File: config.mk
export PLATFORM = sky130hd
export DESIGN_NAME = jk_bank_driver
export DESIGN_NICKNAME = d
export VERILOG_FILES = /design/src/rtl/jk_pkg.sv /design/src/rtl/jk_tgt_fifo.sv /design/src/rtl/jk_bank_driver.sv
export SDC_FILE = /design/constraint.sdc
export NUM_CORES = 1
export LEC_CHECK = 0
export CORE_ASPECT_RATIO = 1.4
export CORE_UTILIZATION = 50
export CTS_CLUSTER_DIAMETER = 60
export DETAILED_ROUTE_END_ITERATION = 8
export PLACE_DENSITY = 0.74
export SYNTH_ARGS = -nofsm -noshare
export SYNTH_HDL_FRONTEND = slang
export SYNTH_SLANG_ARGS = --single-unit
File: constraint.sdc
create_clock -name clk -period 3.8 [get_ports clk]
set_input_delay 0.57 -clock clk [delete_from_list [all_inputs] [get_ports clk]]
set_output_delay 0.57 -clock clk [all_outputs]
set_load 0.005 [all_outputs]
File: src/rtl/jk_pkg.sv
// Shared definitions for the JK bank driver: FSM states, JK command codes
// and the per-bit excitation rule.
package jk_pkg;

  typedef enum logic [1:0] {
    IDLE  = 2'd0,
    DRIVE = 2'd1,
    CHECK = 2'd2
  } jk_state_e;

  // {J,K} encodings, matching the flip-flop's characteristic table
  localparam logic [1:0] HOLD = 2'b00;
  localparam logic [1:0] RST  = 2'b01;
  localparam logic [1:0] SET  = 2'b10;
  localparam logic [1:0] TGL  = 2'b11;

  function automatic logic [1:0] jk_excite(input logic cur, input logic tgt,
                                           input logic use_toggle);
    logic [1:0] cmd;
    if (cur == tgt) begin
      cmd = HOLD;
    end else if (use_toggle) begin
      cmd = TGL;
    end else begin
      cmd = tgt ? SET : RST;
    end
    return cmd;
  endfunction

endpackage

File: src/rtl/jk_tgt_fifo.sv
// Small synchronous FIFO that queues target words for the JK bank driver.
module jk_tgt_fifo #(
  parameter int W     = 4,
  parameter int DEPTH = 4
) (
  input  logic                     clk,
  input  logic                     reset,
  input  logic                     push_i,
  input  logic [W-1:0]             data_i,
  input  logic                     pop_i,
  output logic [W-1:0]             data_o,
  output logic                     full_o,
  output logic                     empty_o,
  output logic [$clog2(DEPTH):0]   count_o
);

  localparam int AW = $clog2(DEPTH);
  localparam logic [AW:0] DEPTH_C = (AW+1)'(DEPTH);

  logic [W-1:0]  mem_q [DEPTH];
  logic [AW-1:0] wr_ptr_q, wr_ptr_d;
  logic [AW-1:0] rd_ptr_q, rd_ptr_d;
  logic [AW:0]   count_q, count_d;
  logic          do_push, do_pop;

  assign full_o  = (count_q == DEPTH_C);
  assign empty_o = (count_q == '0);
  assign count_o = count_q;
  assign data_o  = mem_q[rd_ptr_q];

  // A push while full is dropped; a pop while empty is ignored.
  assign do_push = push_i && !full_o;
  assign do_pop  = pop_i && !empty_o;

  always_comb begin
    wr_ptr_d = wr_ptr_q;
    rd_ptr_d = rd_ptr_q;
    count_d  = count_q;
    if (do_push) begin
      wr_ptr_d = wr_ptr_q + 1'b1;
    end
    if (do_pop) begin
      rd_ptr_d = rd_ptr_q + 1'b1;
    end
    if (do_push && !do_pop) begin
      count_d = count_q + 1'b1;
    end else if (do_pop && !do_push) begin
      count_d = count_q - 1'b1;
    end
  end

  always_ff @(posedge clk or negedge reset) begin
    if (!reset) begin
      wr_ptr_q <= '0;
      rd_ptr_q <= '0;
      count_q  <= '0;
    end else begin
      wr_ptr_q <= wr_ptr_d;
      rd_ptr_q <= rd_ptr_d;
      count_q  <= count_d;
    end
  end

  always_ff @(posedge clk) begin
    if (do_push) begin
      mem_q[wr_ptr_q] <= data_i;
    end
  end

endmodule

File: src/rtl/jk_bank_driver.sv
// Drives an external JK flip-flop bank to queued target words, verifying
// each write by reading Q back and retrying a bounded number of times.
module jk_bank_driver
  import jk_pkg::*;
#(
  parameter int W          = 4,
  parameter int DEPTH      = 4,
  parameter int MAX_RETRY  = 2,
  parameter bit USE_TOGGLE = 1'b0
) (
  input  logic         clk,
  input  logic         reset,
  input  logic         tgt_valid,
  output logic         tgt_ready,
  input  logic [W-1:0] tgt_data,
  input  logic [W-1:0] q_fb,
  output logic [W-1:0] j_o,
  output logic [W-1:0] k_o,
  output logic         busy,
  output logic         done,
  output logic         err,
  output logic [W-1:0] err_mask
);

  localparam int RW = (MAX_RETRY < 1) ? 1 : $clog2(MAX_RETRY + 1);
  localparam logic [RW-1:0] MAX_RETRY_C = RW'(MAX_RETRY);

  jk_state_e state_q, state_d;
  logic [W-1:0]  tgt_q, tgt_d;
  logic [W-1:0]  j_q, j_d, k_q, k_d;
  logic [W-1:0]  err_mask_q, err_mask_d;
  logic [RW-1:0] retry_q, retry_d;
  logic          done_q, done_d, err_q, err_d;

  logic [W-1:0]             fifo_data;
  logic                     fifo_full, fifo_empty, pop;
  logic [$clog2(DEPTH):0]   fifo_count;
  logic [W-1:0]             exc_tgt, j_exc, k_exc;
  logic [1:0]               jk_bits;

  jk_tgt_fifo #(.W(W), .DEPTH(DEPTH)) u_fifo (
    .clk     (clk),
    .reset   (reset),
    .push_i  (tgt_valid),
    .data_i  (tgt_data),
    .pop_i   (pop),
    .data_o  (fifo_data),
    .full_o  (fifo_full),
    .empty_o (fifo_empty),
    .count_o (fifo_count)
  );

  assign tgt_ready = !fifo_full;
  assign busy      = (fifo_count != '0) || (state_q != IDLE);
  assign j_o       = j_q;
  assign k_o       = k_q;
  assign done      = done_q;
  assign err       = err_q;
  assign err_mask  = err_mask_q;

  // In IDLE the excitation targets the FIFO head being popped; on retry it
  // targets the word already latched.
  assign exc_tgt = (state_q == IDLE) ? fifo_data : tgt_q;

  always_comb begin
    j_exc   = '0;
    k_exc   = '0;
    jk_bits = HOLD;
    for (int i = 0; i < W; i++) begin
      jk_bits  = jk_excite(q_fb[i], exc_tgt[i], USE_TOGGLE);
      j_exc[i] = jk_bits[1];
      k_exc[i] = jk_bits[0];
    end
  end

  always_comb begin
    state_d    = state_q;
    tgt_d      = tgt_q;
    j_d        = '0;
    k_d        = '0;
    retry_d    = retry_q;
    done_d     = 1'b0;
    err_d      = 1'b0;
    err_mask_d = err_mask_q;
    pop        = 1'b0;
    case (state_q)
      IDLE: begin
        if (!fifo_empty) begin
          pop     = 1'b1;
          tgt_d   = fifo_data;
          j_d     = j_exc;
          k_d     = k_exc;
          retry_d = '0;
          state_d = DRIVE;
        end
      end
      DRIVE: begin
        state_d = CHECK;
      end
      CHECK: begin
        if (q_fb == tgt_q) begin
          done_d     = 1'b1;
          err_mask_d = '0;
          state_d    = IDLE;
        end else if (retry_q < MAX_RETRY_C) begin
          retry_d = retry_q + 1'b1;
          j_d     = j_exc;
          k_d     = k_exc;
          state_d = DRIVE;
        end else begin
          err_d      = 1'b1;
          err_mask_d = q_fb ^ tgt_q;
          state_d    = IDLE;
        end
      end
      default: begin
        state_d = IDLE;
      end
    endcase
  end

  always_ff @(posedge clk or negedge reset) begin
    if (!reset) begin
      state_q    <= IDLE;
      tgt_q      <= '0;
      j_q        <= '0;
      k_q        <= '0;
      retry_q    <= '0;
      done_q     <= 1'b0;
      err_q      <= 1'b0;
      err_mask_q <= '0;
    end else begin
      state_q    <= state_d;
      tgt_q      <= tgt_d;
      j_q        <= j_d;
      k_q        <= k_d;
      retry_q    <= retry_d;
      done_q     <= done_d;
      err_q      <= err_d;
      err_mask_q <= err_mask_d;
    end
  end

endmodule

==> qor.yml <==
worst_setup_path:
  worst_setup_path_start_kind: "primary input"
  path_common_cell: "xor2_1"
  max_stage_delay_ns: 0.51
  cp.arrival_ns: 2.51
  crit_chain: "clkdlybuf4s50_1 -> and2_0 -> ha_1 -> inv_1 -> fa_1 -> xor2_1 -> nor2_1 -> xor2_1"
  rr_startpoint: "u_fifo.count_o[0]$_DFFE_PN0P_"
  crit_path_start: "tgt_valid"
  r2r_slack_ns: 1.62
  cp-end-kind: "flip-flop"
  crit_family: "adder cells"
  reg2reg_depth: 9
  reg2reg_to: "u_fifo.count_o[2]$_DFFE_PN0P_"
  cpMaxStageDelayCell: "clkdlybuf4s50_1"
  path_depth: 8
  path_class: "primary input to flip-flop"
  crit_required_ns: 4.01
  path_max_fanout: 5
  crit_buf_inv: 2
  crit_path_end: "u_fifo.count_o[2]$_DFFE_PN0P_"
route:
  dr.first_iter.drc_count: 39
  first_pass_iters: 5
  ant_nets: 0
  vias_per_cell: 5.59
  wirelength_mm: 3.10
  vias: 1202
  drc: 0
  avgRoutedWirePerCell_um: 14.4
die:
  core_um2: 3680
  fp-row-count: 26
  dieArea_um2: 4110
  die_x_um: 54.5
  dieHeight_um: 75.5
  ioPinCount: 27
  start_util_pct: 52.5
synthesis:
  postSynthCellCount: 141
  syn-mean-instance-area_um2: 13.7
  syn_nets: 158
  syn-cell-area_um2: 1930
  ys_warn_count: 0
  yosys_register_bits: 45
  synth_cell_types: 32
  async_reset_ff_share_pct: 64.4
  synth_top_flop_cell: "dfrtp_1"
  ys_seq_area_share_pct: 62.6
  synth_edf_count: 16
timing:
  setup_tns_ns: 0
  rsz0062_at_grt: "false"
  worst_pin_slew_ns: 0.442
  setup_viol: 0
  clock_skew_ns: 0.00588
  maxSlewViolCount: 0
  max_freq_mhz: 436
  post-route-min-period_ns: 2.29
  slew_headroom_pct: 70.3
  post-route-period-util_pct: 60.3
  hold_viol_final: 0
layout:
  num_antenna_cells: 0
  drive_above_1_share_pct: 15.0
  n_fill_cell: 300
  nets: 189
  area_growth_pct: 20.6
clock_tree:
  cts-root-buf: "clkbuf_8"
  h-tree-depth: 2
  cts_hold_buf: 0
  post-cts-setup-buffers: 0
  clk_pin_slew_worst_paths_ns: 0.08
  clock_latency_ns: 0.29
  cts_tree: "done"
  cts_sinks: 45
  cts_buffers: 5
  cts_resized: 0
  clock_path_buffers: 2
power:
  vdd_drop_max_v: 0.000544
  total_power_mw: 1.89
  power.density_nw_per_um2: 814
  power_leakage_nw: 0.958
grt:
  antenna_found_initial: 0
  grt_overflow: 0
  grt_max_degree: 30
  grt_usage_pct: 18.0
  grt_pass1_wl_mm: 5.16
  grt_pass1_vias: 1206
status:
  status: "finished, final reports clean"
worst_hold_path:
  worstHoldPathType: "flip-flop to flip-flop"
placement:
  portBuffers: 26
  dp_hpwl_mm: 2.34
  gp_congestion: 0.751
job:
  cap_viol_max_count: 0
## report_power, final
part	total, mW	switching (mW)	internal [mW]
registers	0.805	0.122	0.683
logic	0.808	0.393	0.415
clock network	0.278	0.152	0.126
## cell families (layout without fill, tap and decap cells)
group / Yosys count / after routing / share of synthesized area, %
DFF: 45 / 45 / 62.6
muxes: 14 / 14 / 7.92
adders and majority gates: 6 / 6 / 4.28
AOI/OAI and AO/OA: 22 / 22 / 9.15
xor gates and xnor gates: 10 / 10 / 4.93
and+or+nand+nor: 34 / 34 / 8.96
buffers and inverters: 10 / 42 / 2.21
## cell usage after synthesis (2+ instances only)
library cell / instances / share of area, %
buf_2: 2 / 0.52
edfxtp_1: 16 / 25
and3_1: 8 / 2.6
xnor2_1: 6 / 2.7
dfrtp_1: 29 / 38
a222oi_1: 4 / 2.1
nor2_1: 8 / 1.6
nor3_1: 4 / 1.0
mux2i_1: 4 / 2.1
ha_1: 5 / 3.2
mux2_2: 10 / 5.8
o21ai_0: 9 / 2.3
inv_1: 4 / 0.78
clkbuf_1: 2 / 0.39
xor2_1: 3 / 1.4
o31ai_1: 5 / 1.9
nand2_1: 7 / 1.4
## registers in the layout (all words and copies together) (netlist names)
name,cells
u_fifo.mem_q,16
k_o,4
state_q,2
j_o,4
err_mask,4
u_fifo.count_o,3
retry_q,2
tgt_q,4
u_fifo.rd_ptr_q,2
u_fifo.wr_ptr_q,2
err,1
done,1
## layer usage
layer	share of wire, %	routed length (µm)	up-vias	GRT usage (%)
li1	-	-	567	-
met1	39	1220	596	18.2
met2	55	1710	35	33.3
met3	4.6	141	4	6.19
met4	0.71	22	0	5.98
met5	0	0	-	0
## through the flow
step,hold slack [ns],setup WS [ns],cell area [µm²],utilization [%],std cells
floorplan,0.274,1.70,1930,-,141
global placement,0.462,1.39,2240,60.9,207
detailed placement,0.474,1.25,2240,60.9,207
CTS,0.485,1.56,2320,63.2,215
global route,0.518,1.40,2320,63.2,215
finish,0.488,1.51,2320,63.2,215
## cell usage in the layout, fill, tap and decap left out, types with 2 or more instances in the layout
| master | instances |
|---|---|
| a222oi_1 | 4 |
| and3_1 | 8 |
| buf_4 | 2 |
| clkbuf_8 | 5 |
| clkdlybuf4s50_1 | 26 |
| clkinv_1 | 2 |
| dfrtp_1 | 29 |
| edfxtp_1 | 16 |
| ha_1 | 5 |
| inv_1 | 4 |
| mux2_2 | 10 |
| mux2i_1 | 4 |
| nand2_1 | 7 |
| nor2_1 | 8 |
| nor3_1 | 4 |
| o21ai_0 | 9 |
| o31ai_1 | 5 |
| xnor2_1 | 6 |
| xor2_1 | 3 |
## worst min-delay path by stage
stage                           startpoint                     end  slack (ns)  depth (start not counted)
detailed placement  state_q[1]$_DFFE_PN0P_  state_q[1]$_DFFE_PN0P_        0.47                          1
finish              state_q[1]$_DFFE_PN0P_  state_q[1]$_DFFE_PN0P_        0.49                          1
floorplan                            reset          done$_DFF_PN0_        0.27                          0
CTS                 state_q[1]$_DFFE_PN0P_  state_q[1]$_DFFE_PN0P_        0.49                          1
global route        state_q[1]$_DFFE_PN0P_  state_q[1]$_DFFE_PN0P_        0.52                          1
global placement    state_q[1]$_DFFE_PN0P_  state_q[1]$_DFFE_PN0P_        0.46                          1
## layout make-up
class / count / area, µm² / share of cell area [%]
tap: 42 / 52.6 / 2.26
clock buffer: 5 / 68.8 / 2.96
multi-input combinational: 86 / 679 / 29.2
sequential: 45 / 1210 / 51.9
clock inverter: 3 / 17.5 / 0.753
inverter: 6 / 25.0 / 1.08
timing repair buffer: 28 / 275 / 11.8
No activity file was read; power rests on OpenSTA's default activity.
